[config.mk]
export PLATFORM = sky130hd
export DESIGN_NAME = if_else_pipe_select
export DESIGN_NICKNAME = d
export VERILOG_FILES = /design/src/rtl/if_else_pkg.sv /design/src/rtl/if_else_pipe_select_delay.sv /design/src/rtl/if_else_pipe_select.sv
export SDC_FILE = /design/constraint.sdc
export NUM_CORES = 1
export LEC_CHECK = 0
export CAP_MARGIN = 10
export CORE_MARGIN = 2
export CORE_UTILIZATION = 48
export DETAILED_ROUTE_END_ITERATION = 7
export PLACE_DENSITY = 0.76
export SYNTH_ARGS = -nofsm -noshare
export SYNTH_HDL_FRONTEND = slang
export SYNTH_SLANG_ARGS = --single-unit
[constraint.sdc]
create_clock -name clk -period 16.5 [get_ports clk]
set_input_delay 3.3 -clock clk [delete_from_list [all_inputs] [get_ports clk]]
set_output_delay 3.3 -clock clk [all_outputs]
set_load 0.02 [all_outputs]
[src/rtl/if_else_pkg.sv]
// Shared constants and condition evaluation for the if/else pipeline selector.
package if_else_pkg;

  localparam int unsigned CNT_W = 16;
  localparam int unsigned MAX_W = 64;

  typedef enum logic {
    MODE_BIT  = 1'b0,
    MODE_MASK = 1'b1
  } mode_e;

  // MODE_BIT picks a single bit; MODE_MASK compares the masked word against val.
  function automatic logic cond_eval(input mode_e                mode,
                                     input int unsigned          bit_idx,
                                     input logic [MAX_W-1:0]     mask,
                                     input logic [MAX_W-1:0]     val,
                                     input logic [MAX_W-1:0]     data);
    logic [MAX_W-1:0] sh;
    sh = data >> bit_idx;
    if (mode == MODE_BIT) begin
      return sh[0];
    end
    return ((data & mask) == val);
  endfunction

endpackage

[src/rtl/if_else_pipe_select_delay.sv]
// Enable-gated register chain; DEPTH=0 is a plain wire.
module branch_delay_line #(
  parameter int unsigned W     = 32,
  parameter int unsigned DEPTH = 1
) (
  input  logic         clk_i,
  input  logic         rst_i,
  input  logic         en_i,
  input  logic [W-1:0] d_i,
  output logic [W-1:0] q_o
);

  if (DEPTH == 0) begin : g_pass
    logic unused_ctl;
    assign unused_ctl = ^{clk_i, rst_i, en_i};
    assign q_o = d_i;
  end else begin : g_chain
    logic [W-1:0] stage_q [DEPTH];

    // Shift the chain forward whenever the pipeline advances.
    always_ff @(posedge clk_i) begin
      if (rst_i) begin
        for (int unsigned i = 0; i < DEPTH; i++) begin
          stage_q[i] <= '0;
        end
      end else if (en_i) begin
        stage_q[0] <= d_i;
        for (int unsigned i = 1; i < DEPTH; i++) begin
          stage_q[i] <= stage_q[i-1];
        end
      end
    end

    assign q_o = stage_q[DEPTH-1];
  end

endmodule

[src/rtl/if_else_pipe_select.sv]
// Pipelined multi-channel if/else selector with valid/ready and if-count.
module if_else_pipe_select
  import if_else_pkg::*;
#(
  parameter int unsigned W         = 32,
  parameter int unsigned CH        = 4,
  parameter int unsigned IF_LAT    = 2,
  parameter int unsigned ELSE_LAT  = 1,
  parameter int unsigned MODE      = 0,
  parameter int unsigned COND_BIT  = 0,
  parameter logic [W-1:0] COND_MASK = '1,
  parameter logic [W-1:0] COND_VAL  = '0
) (
  input  logic            clk,
  input  logic            reset,
  input  logic            in_valid,
  output logic            in_ready,
  input  logic [W-1:0]    input_bit,
  input  logic [CH*W-1:0] array_ref_wire,
  input  logic [CH*W-1:0] array_ref_m_wire,
  output logic            out_valid,
  input  logic            out_ready,
  output logic [CH*W-1:0] segment_combine,
  output logic            cond_out,
  output logic [CNT_W-1:0] if_count,
  input  logic            count_clear
);

  localparam int unsigned L     = ((IF_LAT > ELSE_LAT) ? IF_LAT : ELSE_LAT) + 1;
  localparam int unsigned DEPTH = L - 1;
  localparam mode_e       MODE_E = (MODE == 1) ? MODE_MASK : MODE_BIT;

  logic            adv;
  logic            accept;
  logic            cond_in;
  logic [1:0]      ctl_q;
  logic [CH*W-1:0] if_q;
  logic [CH*W-1:0] else_q;

  logic            out_valid_q, out_valid_d;
  logic            cond_q, cond_d;
  logic [CH*W-1:0] seg_q, seg_d;
  logic [CNT_W-1:0] cnt_q, cnt_d;

  assign adv      = !out_valid_q || out_ready;
  assign in_ready = adv;
  assign accept   = in_valid && adv;
  assign cond_in  = cond_eval(MODE_E, COND_BIT, MAX_W'(COND_MASK),
                              MAX_W'(COND_VAL), MAX_W'(input_bit));

  // Both operands get padded to the same depth so the longer branch sets latency.
  branch_delay_line #(.W(CH*W), .DEPTH(DEPTH)) u_if_dl (
    .clk_i(clk), .rst_i(reset), .en_i(adv), .d_i(array_ref_wire), .q_o(if_q)
  );

  branch_delay_line #(.W(CH*W), .DEPTH(DEPTH)) u_else_dl (
    .clk_i(clk), .rst_i(reset), .en_i(adv), .d_i(array_ref_m_wire), .q_o(else_q)
  );

  // Valid and condition travel together alongside their beat.
  branch_delay_line #(.W(2), .DEPTH(DEPTH)) u_ctl_dl (
    .clk_i(clk), .rst_i(reset), .en_i(adv), .d_i({accept, cond_in}), .q_o(ctl_q)
  );

  // Output-stage next state: load on advance, otherwise hold.
  always_comb begin
    out_valid_d = out_valid_q;
    cond_d      = cond_q;
    seg_d       = seg_q;
    if (adv) begin
      out_valid_d = ctl_q[1];
      cond_d      = ctl_q[0];
      for (int unsigned c = 0; c < CH; c++) begin
        seg_d[c*W +: W] = ctl_q[0] ? if_q[c*W +: W] : else_q[c*W +: W];
      end
    end
  end

  // If-count next state: clear wins over a coincident increment; saturates.
  always_comb begin
    cnt_d = cnt_q;
    if (count_clear) begin
      cnt_d = '0;
    end else if (out_valid_q && out_ready && cond_q && (cnt_q != '1)) begin
      cnt_d = cnt_q + 1'b1;
    end
  end

  // Output stage and counter registers.
  always_ff @(posedge clk) begin
    if (reset) begin
      out_valid_q <= 1'b0;
      cond_q      <= 1'b0;
      seg_q       <= '0;
      cnt_q       <= '0;
    end else begin
      out_valid_q <= out_valid_d;
      cond_q      <= cond_d;
      seg_q       <= seg_d;
      cnt_q       <= cnt_d;
    end
  end

  assign out_valid       = out_valid_q;
  assign cond_out        = cond_q;
  assign segment_combine = seg_q;
  assign if_count        = cnt_q;

endmodule
==> impl_metrics.yaml <==
die:
  initial_core_util: 0.485
  dieArea_sq_um: 54900
  core_area_sq_um: 52400
  ios: 440
  die_w_microns: 234
  die_y_microns: 234
  rows: 84
layout:
  fin_nets: 2440
  fin_util: 0.615
  num-fill-cells: 3885
  area_growth_pct: 26.7
  final_layout_size_suffix_gt1_frac: 0.0558
critical_path:
  slowest_delay_ns: 0.63
  crit_path_end_kind: "output pin"
  critPathKind: "in -> out"
  slowest_stage: "clkdlybuf4s50_1"
  critPathLaunchType: "input port"
  path_cells: "clkdlybuf4s50_1, nor2b_2, inv_8, clkdlybuf4s50_1"
  critical_path_required_ns: 13.20
  cp_data_arrival_time_ns: 5.17
  critPathMaxFanout: 95
  crit_path_frequent_cell: "clkdlybuf4s50_1"
hold_path:
  hold_class: "reg -> reg"
synthesis:
  synthCells: 1773
  synth_nets: 2067
  ys_async_sr_fraction: 0
  synth_ff_type: "edfxtp_1"
  syn-cell-area_sq_um: 25400
  synth-seq-cells: 662
  synth_edf_count: 516
  ys_seq_area_frac: 0.724
  yosysWarnings: 0
  synth_cell_type_count: 43
  syn_area_per_cell_sq_um: 14.4
route:
  wire_per_inst_microns: 18.3
  wl_microns: 53100
  initialDrtViolationCount: 899
  drc_errors: 0
  vias: 14600
  detail-route-antenna-nets: 0
  drtPass1Iterations: 5
  viasPerCell: 5.04
cts:
  h-tree-depth: 3
  cts_root_buf: "clkbuf_16"
  clock_latency_ns: 0.60
  postCtsSetupBuffers: 0
  clock_path_buffers: 3
  postCtsHoldBufs: 0
  postCtsResizedCells: 0
  clkTransAtPathRegs_ns: 0.06
  tritoncts: "yes"
  numCtsBuffers: 69
  cts.sinks: 662
sta:
  tightestPinTransition_ns: 1.25
  slew_violations: 0
  skew_ns: 0.0176
  layout_min_cycle_time_ns: 8.47
  slew-limit-headroom: 0.164
  fmax_mhz: 118
  tns_ns: 0
  post-route-period-util: 0.513
  hold_viol_final: 0
  rsz0062_at_grt: "false"
  setup_viol: 0
placed_design:
  globalplace.congestion: 0.868
  hpwl_microns: 33900
  io_buffers: 408
run_status:
  status: "complete, no violations"
grt:
  grt_start_max_net_pins: 203
  overflow: 0
  antenna_found_initial: 3
  first_global_vias: 14400
  track_usage: 0.192
  grt_pass1_wl_microns: 80400
power:
  p_per_area_nw_per_um2: 114
  peakVddDrop_mv: 0.0773
  power.leakage_nw: 12.3
job:
  timing.max_cap.violations: 0
==> sequential cells by signal (all words and copies together) (netlist names) <==
register,cells
u_if_dl.g_chain.stage_q,256
if_count,16
cond_out,1
out_valid,1
u_ctl_dl.g_chain.stage_q,4
segment_combine,128
u_else_dl.g_chain.stage_q,256
==> area by class of cell <==
class                      count  area, sq um  share of cell area
antenna                        4         10.0            0.000310
clock inverter                39          358              0.0111
tap                          688          861              0.0267
sequential                   662        18400               0.571
multi-input combinational    990         6550               0.203
timing repair buffer         421         4200               0.130
clock buffer                  89         1830              0.0568
inverter                       2         15.0            0.000466
==> kinds of logic (layout without fill, tap and decap cells) <==
family / count (synthesis) / in the layout / share of synthesized area
adders and majority gates: 1 / 1 / 0.000492
and+or+nand+nor: 701 / 701 / 0.160
DFF: 662 / 662 / 0.724
AOI/OAI and AO/OA: 160 / 160 / 0.0460
other: 0 / 4 / 0
muxes: 128 / 128 / 0.0504
buffers and inverters: 121 / 551 / 0.0193
==> worst max-delay path, delay by kind of cell <==
family | cells | cell delay [ns]
buffers and inverters | 3 | 1.37
and+or+nand+nor | 1 | 0.43
==> layout by cell type (no fill, tap or decap), types with 5 or more instances in the layout <==
master,instances
and2_1,516
edfxtp_1,516
clkdlybuf4s50_1,407
dfxtp_1,146
nor2_1,133
mux2i_1,128
a211oi_1,128
clkbuf_16,69
clkbuf_1,17
clkinv_1,14
a21oi_1,13
nand2_1,12
buf_4,12
clkinv_2,11
or4_1,7
nand3_1,6
clkinv_8,6
o31ai_1,5
==> per-layer routing <==
layer | share of wire | global-route usage | up-vias
li1 | - | - | 7098
met3 | 0.047 | 0.0321 | 93
met4 | 0.030 | 0.0791 | 2
met5 | 0.00024 | 0 | -
met1 | 0.40 | 0.238 | 6988
met2 | 0.52 | 0.333 | 405
==> through the flow <==
step / cells / worst slack (ns) / cell area, sq um / hold WS (ns) / total power [mW]
floorplan: 1773 / 5.56 / 25400 / 0.433 / 2.10
global route: 2893 / 7.92 / 32200 / 0.512 / 3.82
finish: 2895 / 8.03 / 32200 / 0.483 / 3.68
detailed placement: 2763 / 8.07 / 30000 / 0.450 / 2.24
CTS: 2891 / 8.06 / 32200 / 0.479 / 3.73
global placement: 2763 / 8.08 / 30000 / 0.470 / 2.23
==> synth_stat cells, types with 5 or more instances <==
master      n  share of area
buf_2      23         0.0045
nor2_1    134          0.020
dfxtp_1   146           0.11
a21oi_1    13         0.0026
o31ai_1     5         0.0015
mux2i_1   128          0.050
or4_1       7         0.0021
nand3_1     6         0.0012
and2_1    516           0.13
edfxtp_1  516           0.61
a211oi_1  128          0.038
clkbuf_1   93          0.014
nand2_1    12         0.0018
==> path summary, 6_finish.rpt <==
| check | start | end | slack [ns] | depth (start not counted) |
|---|---|---|---|---|
| min reg2reg | u_ctl_dl.g_chain.stage_q[0][3] | out_valid | 0.48 | 2 |
| max | out_ready | in_ready | 8.03 | 4 |
| max reg2reg | out_valid | u_else_dl.g_chain.stage_q[0][31] | 13.00 | 5 |
| min | u_ctl_dl.g_chain.stage_q[0][3] | out_valid | 0.48 | 2 |
==> power breakdown <==
part / internal, mW / leakage, nW / switching, mW
Clock: 0.856 / 1.06 / 0.627
Sequential: 1.90 / 7.24 / 0.0302
Combinational: 0.143 / 4.04 / 0.125
Power figures use the tool's default switching activity.
